`config.mk`:
```
export PLATFORM = sky130hd
export DESIGN_NAME = interrupt_controller
export DESIGN_NICKNAME = d
export VERILOG_FILES = /design/src/rtl/interrupt_controller_pkg.sv /design/src/rtl/interrupt_controller_sync.sv /design/src/rtl/interrupt_controller.sv
export SDC_FILE = /design/constraint.sdc
export NUM_CORES = 1
export LEC_CHECK = 0
export CORE_MARGIN = 5
export CORE_UTILIZATION = 45
export CTS_BUF_LIST = sky130_fd_sc_hd__clkbuf_8
export DETAILED_ROUTE_END_ITERATION = 16
export GPL_TIMING_DRIVEN = 0
export PLACE_DENSITY = 0.73
export SYNTH_ARGS = -nofsm -noshare
export SYNTH_HDL_FRONTEND = slang
export SYNTH_SLANG_ARGS = --single-unit
```
`constraint.sdc`:
```
create_clock -name clk -period 3 [get_ports clk]
set_clock_uncertainty 0.15 [all_clocks]
set_input_delay 0.45 -clock clk [delete_from_list [all_inputs] [get_ports clk]]
set_output_delay 0.45 -clock clk [all_outputs]
set_load 0.02 [all_outputs]
```
`src/rtl/interrupt_controller_pkg.sv`:
```
// rtl/interrupt_controller_pkg.sv - shared register selects, limits and vector helper
package interrupt_controller_pkg;

  localparam int MAX_IRQ = 8;

  localparam logic [1:0] REG_ENABLE    = 2'd0;
  localparam logic [1:0] REG_MODE      = 2'd1;
  localparam logic [1:0] REG_PENDING   = 2'd2;
  localparam logic [1:0] REG_INSERVICE = 2'd3;

  function automatic logic [15:0] calc_vector(input logic [15:0] base,
                                              input logic [15:0] stride,
                                              input logic [2:0]  idx);
    return base + stride * {13'd0, idx};
  endfunction

endpackage

```
`src/rtl/interrupt_controller_sync.sv`:
```
// rtl/interrupt_controller_sync.sv - per-bit synchroniser with rising-edge detect
module irq_sync_edge #(
  parameter int WIDTH       = 8,
  parameter int SYNC_STAGES = 2
) (
  input  logic             clk,
  input  logic             reset,
  input  logic [WIDTH-1:0] din,
  output logic [WIDTH-1:0] level,
  output logic [WIDTH-1:0] rise
);

  logic [WIDTH-1:0] chain [SYNC_STAGES];
  logic [WIDTH-1:0] hist;

  always_ff @(posedge clk or negedge reset) begin
    if (!reset) begin
      for (int s = 0; s < SYNC_STAGES; s++) chain[s] <= '0;
      hist <= '0;
    end else begin
      chain[0] <= din;
      for (int s = 1; s < SYNC_STAGES; s++) chain[s] <= chain[s-1];
      hist <= chain[SYNC_STAGES-1];
    end
  end

  assign level = chain[SYNC_STAGES-1];
  assign rise  = level & ~hist;

endmodule

```
`src/rtl/interrupt_controller.sv`:
```
// rtl/interrupt_controller.sv - prioritised nestable interrupt controller with vector output
module interrupt_controller
  import interrupt_controller_pkg::*;
#(
  parameter int          N_IRQ         = 8,
  parameter int          SYNC_STAGES   = 2,
  parameter logic [15:0] VECTOR_BASE   = 16'h0002,
  parameter int          VECTOR_STRIDE = 2
) (
  input  logic             clk,
  input  logic             reset,
  input  logic [N_IRQ-1:0] irq_in,
  output logic [N_IRQ-1:0] irq_clr,
  output logic             irq_req,
  output logic [15:0]      irq_vector,
  input  logic             irq_ack,
  input  logic             irq_eoi,
  input  logic [1:0]       reg_sel,
  input  logic             reg_we,
  input  logic             reg_re,
  input  logic [7:0]       reg_wdata,
  output logic [7:0]       reg_rdata
);

  localparam logic [N_IRQ-1:0] ONE = N_IRQ'(1);

  logic [N_IRQ-1:0] enable_q, mode_q, pend_q, insvc_q, clr_q;
  logic [N_IRQ-1:0] sync_level, sync_rise;
  logic             req_q;
  logic [15:0]      vector_q;

  logic [N_IRQ-1:0] insvc_eoi, elig_ack, ack_onehot, sw_clr, pend_d, insvc_d, pend_kept, elig_d;
  logic             ack_take;
  logic [2:0]       ack_idx, win_d;
  logic             unused_ok;

  assign unused_ok = reg_re ^ (^reg_wdata);

  irq_sync_edge #(.WIDTH(N_IRQ), .SYNC_STAGES(SYNC_STAGES)) u_sync (
    .clk   (clk),
    .reset (reset),
    .din   (irq_in),
    .level (sync_level),
    .rise  (sync_rise)
  );

  // Only sources strictly higher in priority than the most urgent in-service one may preempt.
  function automatic logic [N_IRQ-1:0] prio_mask(input logic [N_IRQ-1:0] isv);
    logic [N_IRQ-1:0] low;
    low = isv & (~isv + ONE);
    return (isv == '0) ? '1 : (low - ONE);
  endfunction

  function automatic logic [2:0] lowest(input logic [N_IRQ-1:0] v);
    logic [2:0] idx;
    idx = '0;
    for (int i = N_IRQ - 1; i >= 0; i--) if (v[i]) idx = 3'(i);
    return idx;
  endfunction

  always_comb begin
    insvc_eoi  = irq_eoi ? (insvc_q & (insvc_q - ONE)) : insvc_q;
    elig_ack   = pend_q & enable_q & prio_mask(insvc_eoi);
    ack_take   = irq_ack && (req_q || irq_eoi) && (elig_ack != '0);
    ack_idx    = lowest(elig_ack);
    ack_onehot = ack_take ? (ONE << ack_idx) : '0;
    insvc_d    = insvc_eoi | ack_onehot;
    sw_clr     = (reg_we && reg_sel == REG_PENDING) ? reg_wdata[N_IRQ-1:0] : '0;
    for (int i = 0; i < N_IRQ; i++) begin
      pend_d[i] = mode_q[i] ? (sync_rise[i] | (pend_q[i] & ~ack_onehot[i] & ~sw_clr[i]))
                            : sync_level[i];
    end
    // Request tracks post-ack state but sees new pending bits and register writes a cycle later.
    pend_kept = pend_q & ~(ack_onehot & mode_q);
    elig_d    = pend_kept & enable_q & prio_mask(insvc_d);
    win_d     = lowest(elig_d);
  end

  always_ff @(posedge clk or negedge reset) begin
    if (!reset) begin
      enable_q <= '0;
      mode_q   <= '0;
      pend_q   <= '0;
      insvc_q  <= '0;
      clr_q    <= '0;
      req_q    <= 1'b0;
      vector_q <= VECTOR_BASE;
    end else begin
      if (reg_we && reg_sel == REG_ENABLE) enable_q <= reg_wdata[N_IRQ-1:0];
      if (reg_we && reg_sel == REG_MODE)   mode_q   <= reg_wdata[N_IRQ-1:0];
      pend_q   <= pend_d;
      insvc_q  <= insvc_d;
      clr_q    <= ack_onehot;
      req_q    <= |elig_d;
      vector_q <= (|elig_d) ? calc_vector(VECTOR_BASE, 16'(VECTOR_STRIDE), win_d) : VECTOR_BASE;
    end
  end

  always_comb begin
    reg_rdata = '0;
    case (reg_sel)
      REG_ENABLE:    reg_rdata[N_IRQ-1:0] = enable_q;
      REG_MODE:      reg_rdata[N_IRQ-1:0] = mode_q;
      REG_PENDING:   reg_rdata[N_IRQ-1:0] = pend_q;
      REG_INSERVICE: reg_rdata[N_IRQ-1:0] = insvc_q;
      default:       reg_rdata = '0;
    endcase
  end

  assign irq_clr    = clr_q;
  assign irq_req    = req_q;
  assign irq_vector = vector_q;

endmodule

```
Word-level counts from Yosys, hierarchy flattened
Index checks and enable logic that the tools add are counted.
{ "classes": {"shifts": 1, "bitwise_logic": 55, "reduce_logical": 11, "add_sub_neg": 6, "mux": 31, "eq_ne": 3} }
{ "ops": {"columns": ["cell", "count"], "rows": [
  ["$and A8 B8 Y8", 10],
  ["$mux W3", 16],
  ["$mux W8", 5],
  ["$not A8 Y8", 4],
  ["$pmux W8 S4", 1],
  ["$sub A8 B1 Y8 const B", 3],
  ["$add A8 B1 Y8 const B", 2],
  ["$and A1 B1 Y1", 16],
  ["$logic_not A8 Y1", 2],
  ["$not A1 Y1", 16],
  ["$mux W1", 8],
  ["$or A1 B1 Y1", 8],
  ["$or A8 B8 Y8", 1],
  ["$reduce_bool A8 Y1", 1],
  ["$reduce_or A8 Y1", 1],
  ["$shl A1 B3 Y8 const A", 1],
  ["$add A2 B4 Y5 const A", 1],
  ["$logic_and A1 B1 Y1", 5],
  ["$mux W5", 1],
  ["$eq A2 B2 Y1 const B", 2],
  ["$eq A2 B1 Y1 const B", 1],
  ["$logic_not A2 Y1", 1],
  ["$logic_or A1 B1 Y1", 1]
]} }
{ "totals": {"out_inout_bits": 33, "regBits": 70, "inputBits": 24, "elab_cells": 117} }

Longest topological paths before layout
Gate-level depths: netlist (run 1).
{ "logic_depth": {"depth_word": 36, "mapped_depth": 11, "mapped_depth_nobuf": 10} }

Cells and area by module
A second synthesis (run 1) with hierarchy kept.
{ "unflattened": {"hier_cells": 290, "area_unflattened_um2": 3419.5} }
{ "by_module_without_submodules": {"columns": ["module", "seq_area_each_um2", "cells_each", "area_each_um2", "instances"], "rows": [
  ["interrupt_controller", 1127.3, 250, 2648.8, 1],
  ["irq_sync_edge", 600.6, 40, 770.7, 1]
]} }

Least setup slack after synthesis (run 1)
Ideal clock, no wire load.
{ "synth_timing": {"path_kind": "reg-to-reg", "start": "reg insvc_q[0]", "end": "reg vector_q[2], in the netlist irq_vector[2]", "stages_incl_launch_ff": 10, "n_path_buf": 1, "t_required_ns": 2.712, "period_less_slack_ns": 3.019, "t_arrival_ns": 2.731, "setup_time_ns": 0.138, "path_slack_ns": -0.019, "path_cell_list": "dfrtp_1 -> or4b_1 -> buf_2 -> or3_4 -> maj3_2 -> a2111oi_4 -> o2111a_2 -> or2_1 -> ha_1 -> a21boi_0"} }
{ "synth_via": {"elab_chain_len": 36, "word_cells_on_any_way": 45, "cone_classes": "add/sub (6); shift (1); mux (21); bitwise (12); reduce/logical (5)"} }
{ "synth_lines": {"columns": ["element", "line_no", "rtl"], "rows": [
  ["start, declared", "interrupt_controller.sv:27", "logic [N_IRQ-1:0] enable_q, mode_q, pend_q, insvc_q, clr_q;"],
  ["start signal, assigned", "interrupt_controller.sv:92", "insvc_q <= insvc_d;"],
  ["$sub A8 B1 Y8", "interrupt_controller.sv:62", "insvc_eoi = irq_eoi ? (insvc_q & (insvc_q - ONE)) : insvc_q;"],
  ["$and A8 B8 Y8", "interrupt_controller.sv:62", null],
  ["$mux W8 *", "interrupt_controller.sv:62", null],
  ["$not A8 Y8", "interrupt_controller.sv:50", "low = isv & (~isv + ONE);"],
  ["$add A8 B1 Y8", "interrupt_controller.sv:50", null],
  ["$and A8 B8 Y8", "interrupt_controller.sv:50", null],
  ["$sub A8 B1 Y8", "interrupt_controller.sv:51", "return (isv == '0) ? '1 : (low - ONE);"],
  ["$mux W8", "interrupt_controller.sv:51", null],
  ["[... 13 more ...]", null, null],
  ["$add A8 B1 Y8", "interrupt_controller.sv:50", null],
  ["$and A8 B8 Y8", "interrupt_controller.sv:50", null],
  ["$sub A8 B1 Y8", "interrupt_controller.sv:51", null],
  ["$mux W8", "interrupt_controller.sv:51", null],
  ["$and A8 B8 Y8 *", "interrupt_controller.sv:75", "elig_d = pend_kept & enable_q & prio_mask(insvc_d);"],
  ["$mux W3 (8 in series)", "interrupt_controller.sv:57", "for (int i = N_IRQ - 1; i >= 0; i--) if (v[i]) idx = 3'(i);"],
  ["$add A2 B4 Y5", "interrupt_controller_pkg.sv:14", "return base + stride * {13'd0, idx};"],
  ["$mux W5 *", "interrupt_controller.sv:95", "vector_q <= (|elig_d) ? calc_vector(VECTOR_BASE, 16'(VECTOR_STRIDE), win_d) : VECTOR_BASE;"],
  ["end signal, assigned", "interrupt_controller.sv:95", null],
  ["end, declared", "interrupt_controller.sv:30", "logic [15:0] vector_q;"]
]} }
Every way passes the cells marked *; elsewhere a longest branch is shown, timed or not.
A chain may end at the register's enable or synchronous reset.

Final worst setup path (run 1)
{ "layout_timing": {"start": "reg insvc_q[0]", "end": "reg vector_q[3], in the netlist irq_vector[3]"} }
Same word-level chain as after synthesis.

==> results.sh, run 1 <==
export IMPL_boundaryPins=57
export IMPL_coreArea_mm2=0.00679
export IMPL_drt_vias_per_instance=5.16
export IMPL_startpoint="insvc_q[0]"
export IMPL_cap_violations=0
export IMPL_layout_min_cycle_time_ns=3.00
export IMPL_place_area_mm2=0.00373
export IMPL_routed_wl_mm=6.49
export IMPL_multi_input_area_mm2=0.00138
export IMPL_clock_latency_ns=0.34
export IMPL_cts_sinks=69
export IMPL_postSynthAreaPerCell_um2=11.8
export IMPL_fin_cells=444
export IMPL_reg2reg_depth=10
export IMPL_wl_per_cell_um=14.6
export IMPL_rsz0062_at_grt="yes"
export IMPL_endpoint_kind="flop"
export IMPL_drt_first_pass_iters=4
export IMPL_layout_common_cells="dfrtp_1, clkdlybuf4s50_1, nand2_1, buf_4, mux2_2"
export IMPL_grt_ovfl_total=0
export IMPL_r2r_end="irq_vector[3]"
export IMPL_register_area_mm2=0.00173
export IMPL_rows=30
export IMPL_synth_top_cell_area_share=0.543
export IMPL_cts_inserted_buffers=9
export IMPL_cp_num_buf_inv=0
export IMPL_htreeDepth=3
export IMPL_portBuffers=43
export IMPL_place_hpwl_mm=4.45
export IMPL_arrival_ns=3.11
export IMPL_dieHeight_um=93.4
export IMPL_rrSetupSlack_ns=-0.004
export IMPL_route_detailed_drc=0
export IMPL_max_freq_mhz=333
export IMPL_grt_pass1_wl_mm=10.9
export IMPL_crit_family="compound AO/OA/AOI/OAI gates"
export IMPL_ys_seq_area_frac=0.552
export IMPL_max_stage_delay_ns=0.59
export IMPL_initial_core_util=0.461
export IMPL_synth_area_top_cells="dfrtp_1, mux2_2, mux4_2"
export IMPL_first_global_vias=2272
export IMPL_dieArea_mm2=0.00873
export IMPL_ir_drop_uv=343
export IMPL_final_common_cell="dfrtp_1"
export IMPL_clock_path_buffers=2
export IMPL_synthCells=266
export IMPL_synthDistinctLibCells=55
export IMPL_ys_ff_latch=69
export IMPL_synth_edff_count=0
export IMPL_grt_max_degree=70
export IMPL_final_hold_viol_count=0
export IMPL_violations="negative setup slack"
export IMPL_outcome="finished with violations"
export IMPL_ctsHoldBuffers=0
export IMPL_layout_drive_gt1_share=0.264
export IMPL_postRouteAntennaNets=0
export IMPL_drtIter0Drc=150
export IMPL_crit_type="reg -> reg"
export IMPL_antenna_cells=0
export IMPL_cp_common_cell="o2111a_2"
export IMPL_nFillCells=555
export IMPL_setup_worst_path_start_class="flop"
export IMPL_path_cells="or4b_4 > a2111o_1 > o21ai_1 > o2111a_2 > a2111oi_4 > o2111a_2 > or2_4 > ha_4 > xnor2_1 > a31oi_1"
export IMPL_power_density_mw_per_mm2=787
export IMPL_areaGrowthSynthToFinish_pct=30.0
export IMPL_power_static_leakage_nw=1.79
export IMPL_rr_startpoint="insvc_q[0]"
export IMPL_synth_async_reset_ratio=1.00
export IMPL_synth_ff_type="dfrtp_1"
export IMPL_critPathSlowestCell="or4b_4"
export IMPL_critPathMaxFanout=8
export IMPL_synth_cell_area_mm2=0.00313
export IMPL_fin_nets=368
export IMPL_final_setup_viol_count=1
export IMPL_crit_required_ns=3.11
export IMPL_place_congestion=0.889
export IMPL_path_clk_slew_ns=0.07
export IMPL_vias=2291
export IMPL_slew_violations=0
export IMPL_place_inst=416
export IMPL_period_share=1.00
export IMPL_max_slew_margin=0.0448
export IMPL_dp_slack_ns=-0.822
export IMPL_fin_area_mm2=0.00407
export IMPL_ys_warnings_count=0
export IMPL_worstHoldPathType="in -> async"
export IMPL_globalRouteTotalUtil=0.161
export IMPL_cts_root_buf="clkbuf_8"
export IMPL_finalWorstSetupSlack_ns=-0.00423
export IMPL_synth_top_cell_by_area="dfrtp_1"
export IMPL_hold_ws_ns=0.0505
export IMPL_antenna_found_initial=0
export IMPL_worstMarginPinSlew_ns=1.43
export IMPL_die_w_um=93.4
export IMPL_cts_tree="done"
export IMPL_finalSetupTns_ns=-0.00423
==> power by group <==
part           switching, mW  internal [mW]  leakage, nW  total (mW)
combinational          0.664          0.647        0.850        1.31
clock                  0.325          0.358        0.106       0.682
sequential             0.114           1.10        0.838        1.21
==> how the worst max path moves through the flow <==
stage,cells after the start,to
2_1_floorplan,11,irq_vector[3]
5_1_grt,11,irq_vector[3]
3_3_place_gp,1,u_sync.level[0]
4_1_cts,11,irq_vector[3]
3_5_place_dp,12,irq_vector[3]
6_report,10,irq_vector[3]
==> kinds of logic after synthesis <==
kind of cell | count (synthesis) | share of synthesized area
compound gates | 57 | 0.129
xor+xnor | 1 | 0.00280
fa+ha+maj | 4 | 0.0140
buf+inv | 24 | 0.0435
flops | 69 | 0.552
mux | 24 | 0.115
other cells | 1 | 0.00120
simple gates | 86 | 0.142
==> per-stage QoR <==
step,power [mW],utilization
finish,3.20,0.599
global route,3.42,0.599
CTS,3.12,0.590
detailed placement,2.33,0.549
global placement,2.30,0.549
floorplan,1.98,-
==> cell usage after synthesis (2+ instances only) <==
master    instances
a21boi_0          2
nor2_1           10
nor3b_1           3
o211ai_1          2
nand3_1          10
nand3b_1          2
or2_1             2
a21oi_1           9
inv_1             4
clkbuf_1          5
buf_1             2
and2_1            2
maj3_1            2
o21ai_0          14
nor4_1            2
mux2_2           16
nor3_1            5
mux4_2            8
nand2_1          34
nand2b_1          2
a221oi_1          2
or2_2             3
o21ai_1           3
nor2b_1           2
buf_4            12
or3_1             2
o21a_1            3
dfrtp_1          68
o31ai_1           4
a21o_1            6
==> sequential cells by signal (all words and copies together), names as in the netlist <==
name,flops
enable_q,8
insvc_q,8
irq_clr,8
mode_q,8
pend_q,8
u_sync.chain,8
u_sync.hist,8
u_sync.level,8
irq_vector,4
irq_req,1
==> repair_timing <==
item / 4_1_cts / 5_1_grt
pin swaps: 12 / 9
resized for setup: 13 / 16
setup endpoints to repair: 12 / 10
buffers inserted: 10 / 3
==> cell type report <==
| class | count | area share |
|---|---|---|
| inverter | 4 | 0.00369 |
| timing repair buffer | 56 | 0.128 |
| multi-input combinational | 184 | 0.339 |
| sequential | 69 | 0.425 |
| clock buffer | 12 | 0.0406 |
| buffer | 19 | 0.0298 |
| tap | 96 | 0.0295 |
| clock inverter | 4 | 0.00400 |
==> layer usage <==
layer / global-route usage / up-vias / share of wire
li1: - / 1097 / -
met1: 0.218 / 1129 / 0.45
met2: 0.242 / 58 / 0.47
met3: 0.0587 / 7 / 0.065
met4: 0.0488 / 0 / 0.011
met5: 0 / - / 0
Power figures use the tool's default switching activity.
==> run 2: changes to the inputs <==
--- a/config.mk
+++ b/config.mk
@@ -5,12 +5,14 @@
 export SDC_FILE = /design/constraint.sdc
 export NUM_CORES = 1
 export LEC_CHECK = 0
+export CELL_PAD_IN_SITES_DETAIL_PLACEMENT = 0
+export CELL_PAD_IN_SITES_GLOBAL_PLACEMENT = 1
 export CORE_MARGIN = 5
-export CORE_UTILIZATION = 45
+export CORE_UTILIZATION = 39
 export CTS_BUF_LIST = sky130_fd_sc_hd__clkbuf_8
 export DETAILED_ROUTE_END_ITERATION = 16
 export GPL_TIMING_DRIVEN = 0
-export PLACE_DENSITY = 0.73
+export PLACE_DENSITY_LB_ADDON = 0.1
 export SYNTH_ARGS = -nofsm -noshare
 export SYNTH_HDL_FRONTEND = slang
 export SYNTH_SLANG_ARGS = --single-unit
==> results.sh, run 2 (synthesis results as in run 1) <==
export IMPL_outcome="finished with violations"
export IMPL_violations="negative setup slack"
export IMPL_grt_max_degree=70
export IMPL_ctsHoldBuffers=0
export IMPL_place_area_mm2=0.00374
export IMPL_postRouteAntennaNets=0
export IMPL_endpoint_kind="flop"
export IMPL_r2r_end="irq_vector[2]"
export IMPL_layout_common_cells="dfrtp_1, clkdlybuf4s50_1, nand2_1, buf_4, mux2_2"
export IMPL_routed_wl_mm=6.96
export IMPL_final_common_cell="dfrtp_1"
export IMPL_drt_first_pass_iters=4
export IMPL_fin_nets=373
export IMPL_path_clk_slew_ns=0.07
export IMPL_htreeDepth=3
export IMPL_hold_ws_ns=0.0594
export IMPL_rsz0062_at_grt="yes"
export IMPL_portBuffers=43
export IMPL_swShare=0.346
export IMPL_die_w_um=99.6
export IMPL_period_share=1.02
export IMPL_layout_drive_gt1_share=0.281
export IMPL_antenna_cells=0
export IMPL_slew_violations=0
export IMPL_first_global_vias=2227
export IMPL_power_static_leakage_nw=1.82
export IMPL_areaGrowthSynthToFinish_pct=31.8
export IMPL_dp_slack_ns=-0.814
export IMPL_place_congestion=0.812
export IMPL_arrival_ns=3.14
export IMPL_grt_pass1_wl_mm=11.2
export IMPL_ir_drop_uv=282
export IMPL_cts_inserted_buffers=9
export IMPL_layout_min_cycle_time_ns=3.07
export IMPL_clock_path_buffers=2
export IMPL_max_stage_delay_ns=0.54
export IMPL_nFillCells=727
export IMPL_p_clk_frac=0.214
export IMPL_critPathMaxFanout=5
export IMPL_initial_core_util=0.403
export IMPL_place_hpwl_mm=4.64
export IMPL_rrSetupSlack_ns=-0.07
export IMPL_fin_area_mm2=0.00413
export IMPL_rows=32
export IMPL_wl_per_cell_um=15.3
export IMPL_cp_common_cell="o2111a_2"
export IMPL_dieHeight_um=99.6
export IMPL_path_cells="or4b_4 > buf_6 > or2_4 > a21o_1 > o2111a_2 > a2111oi_4 > o2111a_2 > or2_1 > ha_2 > a21boi_2"
export IMPL_cap_violations=0
export IMPL_clock_latency_ns=0.34
export IMPL_drtIter0Drc=108
export IMPL_antenna_found_initial=0
export IMPL_finalSetupTns_ns=-0.109
export IMPL_boundaryPins=57
export IMPL_cts_tree="done"
export IMPL_final_setup_viol_count=2
export IMPL_p_int_mw=2.13
export IMPL_route_detailed_drc=0
export IMPL_crit_type="reg -> reg"
export IMPL_critPathSlowestCell="or4b_4"
export IMPL_cts_root_buf="clkbuf_8"
export IMPL_globalRouteTotalUtil=0.146
export IMPL_vias=2294
export IMPL_dieArea_mm2=0.00992
export IMPL_coreArea_mm2=0.00777
export IMPL_seq_power_share=0.372
export IMPL_max_freq_mhz=326
export IMPL_max_slew_margin=0.422
export IMPL_worstHoldPathType="in -> async"
export IMPL_final_hold_viol_count=0
export IMPL_setup_worst_path_start_class="flop"
export IMPL_p_sw_mw=1.13
export IMPL_crit_required_ns=3.07
export IMPL_grt_ovfl_total=0
export IMPL_drt_vias_per_instance=5.05
export IMPL_power_frac_comb=0.414
export IMPL_power_density_mw_per_mm2=789
export IMPL_reg2reg_depth=10
export IMPL_cts_sinks=69
export IMPL_rr_startpoint="insvc_q[0]"
export IMPL_worstMarginPinSlew_ns=0.868
export IMPL_finalWorstSetupSlack_ns=-0.0698
## run 2: cell count changes in the layout (fill, tap and decap cells not counted), moves of 2 or more
cell / change
clkbuf_8: -3
a21oi_4: +2
buf_4: +3
a21oi_1: -2
buf_2: +2
or2_1: +2
## run 2: how the worst max path moves through the flow
stage,startpoint,endpoint,slack [ns],cells after the start
after CTS,insvc_q[0],irq_vector[2],-0.05,10
after floorplan,insvc_q[2],irq_vector[3],-0.01,11
after detailed placement,irq_eoi,irq_vector[3],-0.81,12
after global placement,reset,u_sync.chain[13],-1.03,1
after global routing,insvc_q[0],irq_vector[2],-0.15,10
final,insvc_q[0],irq_vector[2],-0.07,10
## run 2: critical path, delay by kind of cell (launching register included)
kind                       cells  cell delay (ns)
AOI/OAI and AO/OA              5             1.04
adders and majority gates      1             0.27
buffers and inverters          1             0.15
DFF                            1             0.43
and+or+nand+nor                3             0.91
## run 2: repair_timing
action,in CTS,in global routing
endpoints found under the setup margin,14,5
gates resized for setup,15,18
pin swaps,12,11
cloned,1,0
setup buffers,10,6
## run 2: through the flow
stage	instances	total power [mW]	utilization
final	454	3.25	0.531
after global routing	454	3.46	0.531
after CTS	448	3.15	0.517
after detailed placement	422	2.34	0.481
after global placement	422	2.33	0.481
after floorplan	277	1.98	-
## run 2: layer usage
metal	track usage	share of wire	vias up
li1	-	-	1104
met2	0.220	0.47	42
met4	0.0410	0.010	0
met5	0	0	-
met3	0.0456	0.044	9
met1	0.203	0.48	1139
## run 2: final cells by class
cell class	instances	area [µm²]	share of cell area
Sequential cell	69	1730	0.419
Clock buffer	9	124	0.0300
Tap cell	102	128	0.0309
Clock inverter	6	50.0	0.0121
Buffer	20	133	0.0321
Multi-Input combinational cell	184	1400	0.339
Inverter	4	15.0	0.00364
Timing Repair Buffer	60	548	0.133
## run 2: power groups by stage
| stage | Sequential, mW | Clock [mW] | Combinational, mW |
|---|---|---|---|
| after floorplan | 1.25 | 0 | 0.734 |
| after global placement | 1.23 | 0 | 1.11 |
| after detailed placement | 1.23 | 0 | 1.11 |
| after CTS | 1.21 | 0.718 | 1.23 |
| after global routing | 1.24 | 0.764 | 1.45 |
| final | 1.21 | 0.696 | 1.35 |
==> run 3: changes to the inputs <==
--- a/config.mk
+++ b/config.mk
@@ -8,11 +8,12 @@
 export CELL_PAD_IN_SITES_DETAIL_PLACEMENT = 0
 export CELL_PAD_IN_SITES_GLOBAL_PLACEMENT = 1
 export CORE_MARGIN = 5
-export CORE_UTILIZATION = 39
+export CORE_UTILIZATION = 40
 export CTS_BUF_LIST = sky130_fd_sc_hd__clkbuf_8
 export DETAILED_ROUTE_END_ITERATION = 16
 export GPL_TIMING_DRIVEN = 0
 export PLACE_DENSITY_LB_ADDON = 0.1
 export SYNTH_ARGS = -nofsm -noshare
 export SYNTH_HDL_FRONTEND = slang
+export SYNTH_HIERARCHICAL = 1
 export SYNTH_SLANG_ARGS = --single-unit
==> results.sh, run 3 <==
export IMPL_place_area_mm2=0.00402
export IMPL_register_area_mm2=0.00173
export IMPL_antenna_cells=0
export IMPL_boundaryPins=57
export IMPL_drt_first_pass_iters=4
export IMPL_dieHeight_um=102
export IMPL_dp_slack_ns=-0.463
export IMPL_synth_edff_count=0
export IMPL_max_slew_margin=0.436
export IMPL_multi_input_area_mm2=0.00160
export IMPL_layout_common_cells="dfrtp_1, clkdlybuf4s50_1, buf_4, nand2_1, mux2_2"
export IMPL_grt_ovfl_total=0
export IMPL_clock_latency_ns=0.35
export IMPL_crit_type="reg -> reg"
export IMPL_portBuffers=42
export IMPL_path_clk_slew_ns=0.07
export IMPL_antenna_found_initial=0
export IMPL_fin_cells=474
export IMPL_die_w_um=102
export IMPL_power_static_leakage_nw=1.92
export IMPL_synth_top_cell_by_area="dfrtp_1"
export IMPL_ys_warnings_count=6
export IMPL_htreeDepth=3
export IMPL_cts_sinks=69
export IMPL_cts_root_buf="clkbuf_8"
export IMPL_final_setup_viol_count=0
export IMPL_ctsHoldBuffers=0
export IMPL_critPathMaxFanout=4
export IMPL_fin_area_mm2=0.00438
export IMPL_fin_nets=389
export IMPL_setup_worst_path_start_class="flop"
export IMPL_place_congestion=0.806
export IMPL_layout_drive_gt1_share=0.325
export IMPL_ir_drop_uv=339
export IMPL_synth_most_common_cell="dfrtp_1"
export IMPL_vias=2398
export IMPL_synthCells=290
export IMPL_synth_ff_type="dfrtp_1"
export IMPL_dieArea_mm2=0.0105
export IMPL_rows=33
export IMPL_layout_min_cycle_time_ns=2.98
export IMPL_synth_area_top_cells="dfrtp_1, mux2_2, mux4_2"
export IMPL_synth_async_reset_ratio=1.00
export IMPL_areaGrowthSynthToFinish_pct=28.1
export IMPL_synth_commonest_cells="dfrtp_1, nand2_1, buf_4"
export IMPL_final_common_cell="dfrtp_1"
export IMPL_clock_path_buffers=2
export IMPL_cap_violations=0
export IMPL_drt_vias_per_instance=5.06
export IMPL_arrival_ns=3.12
export IMPL_final_hold_viol_count=0
export IMPL_postSynthAreaPerCell_um2=11.8
export IMPL_max_freq_mhz=335
export IMPL_nFillCells=744
export IMPL_final_util=0.530
export IMPL_slew_violations=0
export IMPL_power_density_mw_per_mm2=809
export IMPL_hold_ws_ns=0.0548
export IMPL_total_power_mw=3.54
export IMPL_wl_per_cell_um=15.9
export IMPL_coreArea_mm2=0.00826
export IMPL_cts_inserted_buffers=9
export IMPL_first_global_vias=2415
export IMPL_outcome="finished, final reports clean"
export IMPL_synth_top_cell_area_share=0.498
export IMPL_ys_ff_latch=69
export IMPL_cts_tree="done"
export IMPL_worstMarginPinSlew_ns=0.847
export IMPL_drtIter0Drc=105
export IMPL_finalWorstSetupSlack_ns=0.0159
export IMPL_route_detailed_drc=0
export IMPL_postRouteAntennaNets=0
export IMPL_initial_core_util=0.414
export IMPL_worstHoldPathType="in -> async"
export IMPL_synth_cell_area_mm2=0.00342
export IMPL_place_hpwl_mm=5.25
export IMPL_endpoint_kind="flop"
export IMPL_synthDistinctLibCells=66
export IMPL_period_share=0.995
export IMPL_crit_required_ns=3.14
export IMPL_ys_seq_area_frac=0.505
export IMPL_finalSetupTns_ns=0
export IMPL_globalRouteTotalUtil=0.157
export IMPL_rsz0062_at_grt="yes"
export IMPL_grt_max_degree=70
export IMPL_place_inst=448
export IMPL_routed_wl_mm=7.53
export IMPL_grt_pass1_wl_mm=12.4
run 3: cell types whose count changed in the layout (fill, tap and decap cells not counted), sizes merged, moves of 6 or more:
cell / previous run / this run
nor2: 10 / 16
nand2: 34 / 28
nor2b: 2 / 9
a31oi: 1 / 11
run 3: cell families (layout without fill, tap and decap cells):
group,count (synthesis),after routing,share of synthesized area
buffers and inverters,37,105,0.0692
AOI/OAI and AO/OA,67,67,0.143
other,1,12,0.00110
muxes,26,26,0.113
and+or+nand+nor,87,87,0.158
DFF,69,69,0.505
adders and majority gates,3,3,0.00988
run 3: final cells by class:
cell class | instances | area share
Sequential cell | 69 | 0.395
Multi-Input combinational cell | 195 | 0.364
Timing Repair Buffer | 52 | 0.113
Buffer | 27 | 0.0466
Clock buffer | 11 | 0.0346
Tap cell | 105 | 0.0300
Inverter | 10 | 0.00857
Clock inverter | 5 | 0.00800
run 3: path summary, 6_finish.rpt:
check                                  from         endpoint  slack, ns  cells after the start
max                              insvc_q[3]    irq_vector[3]       0.02                     11
min                                   reset  u_sync/chain[9]       0.05                      1
max reg2reg                      insvc_q[3]    irq_vector[3]       0.02                     11
min reg2reg                u_sync/chain[15]  u_sync/level[7]       0.20                      0
max in group asynchronous             reset       insvc_q[4]       2.03                      1
min in group clk           u_sync/chain[15]  u_sync/level[7]       0.20                      0
run 3: critical path: stages, from the launching register on:
cell and delay [ns]:
dfrtp_1 0.40, or4b_4 0.55, or2_4 0.25, a311o_1 0.39
a21oi_4 0.24, a21oi_2 0.09, a31oi_2 0.28, a21oi_1 0.08
ha_2 0.21, nor2_2 0.10, o211ai_1 0.09, nand3_1 0.09
run 3: what timing repair did:
action	in CTS	in global routing
pin swaps	5	13
gates resized for setup	13	11
gates cloned	0	0
buffers inserted	9	3
hold endpoints to repair	0	0
endpoints found under the setup margin	10	5
run 3: layer usage:
layer | vias to the layer above | global-route usage | share of wire
li1 | 1165 | - | -
met3 | 11 | 0.0375 | 0.061
met4 | 0 | 0.0605 | 0.016
met1 | 1149 | 0.230 | 0.47
met2 | 73 | 0.225 | 0.46
met5 | - | 0 | 0
run 3: report_power, final:
part	total (mW)	switching (mW)	internal (mW)
Sequential	1.25	0.151	1.10
Clock	0.697	0.354	0.343
Combinational	1.60	0.821	0.779
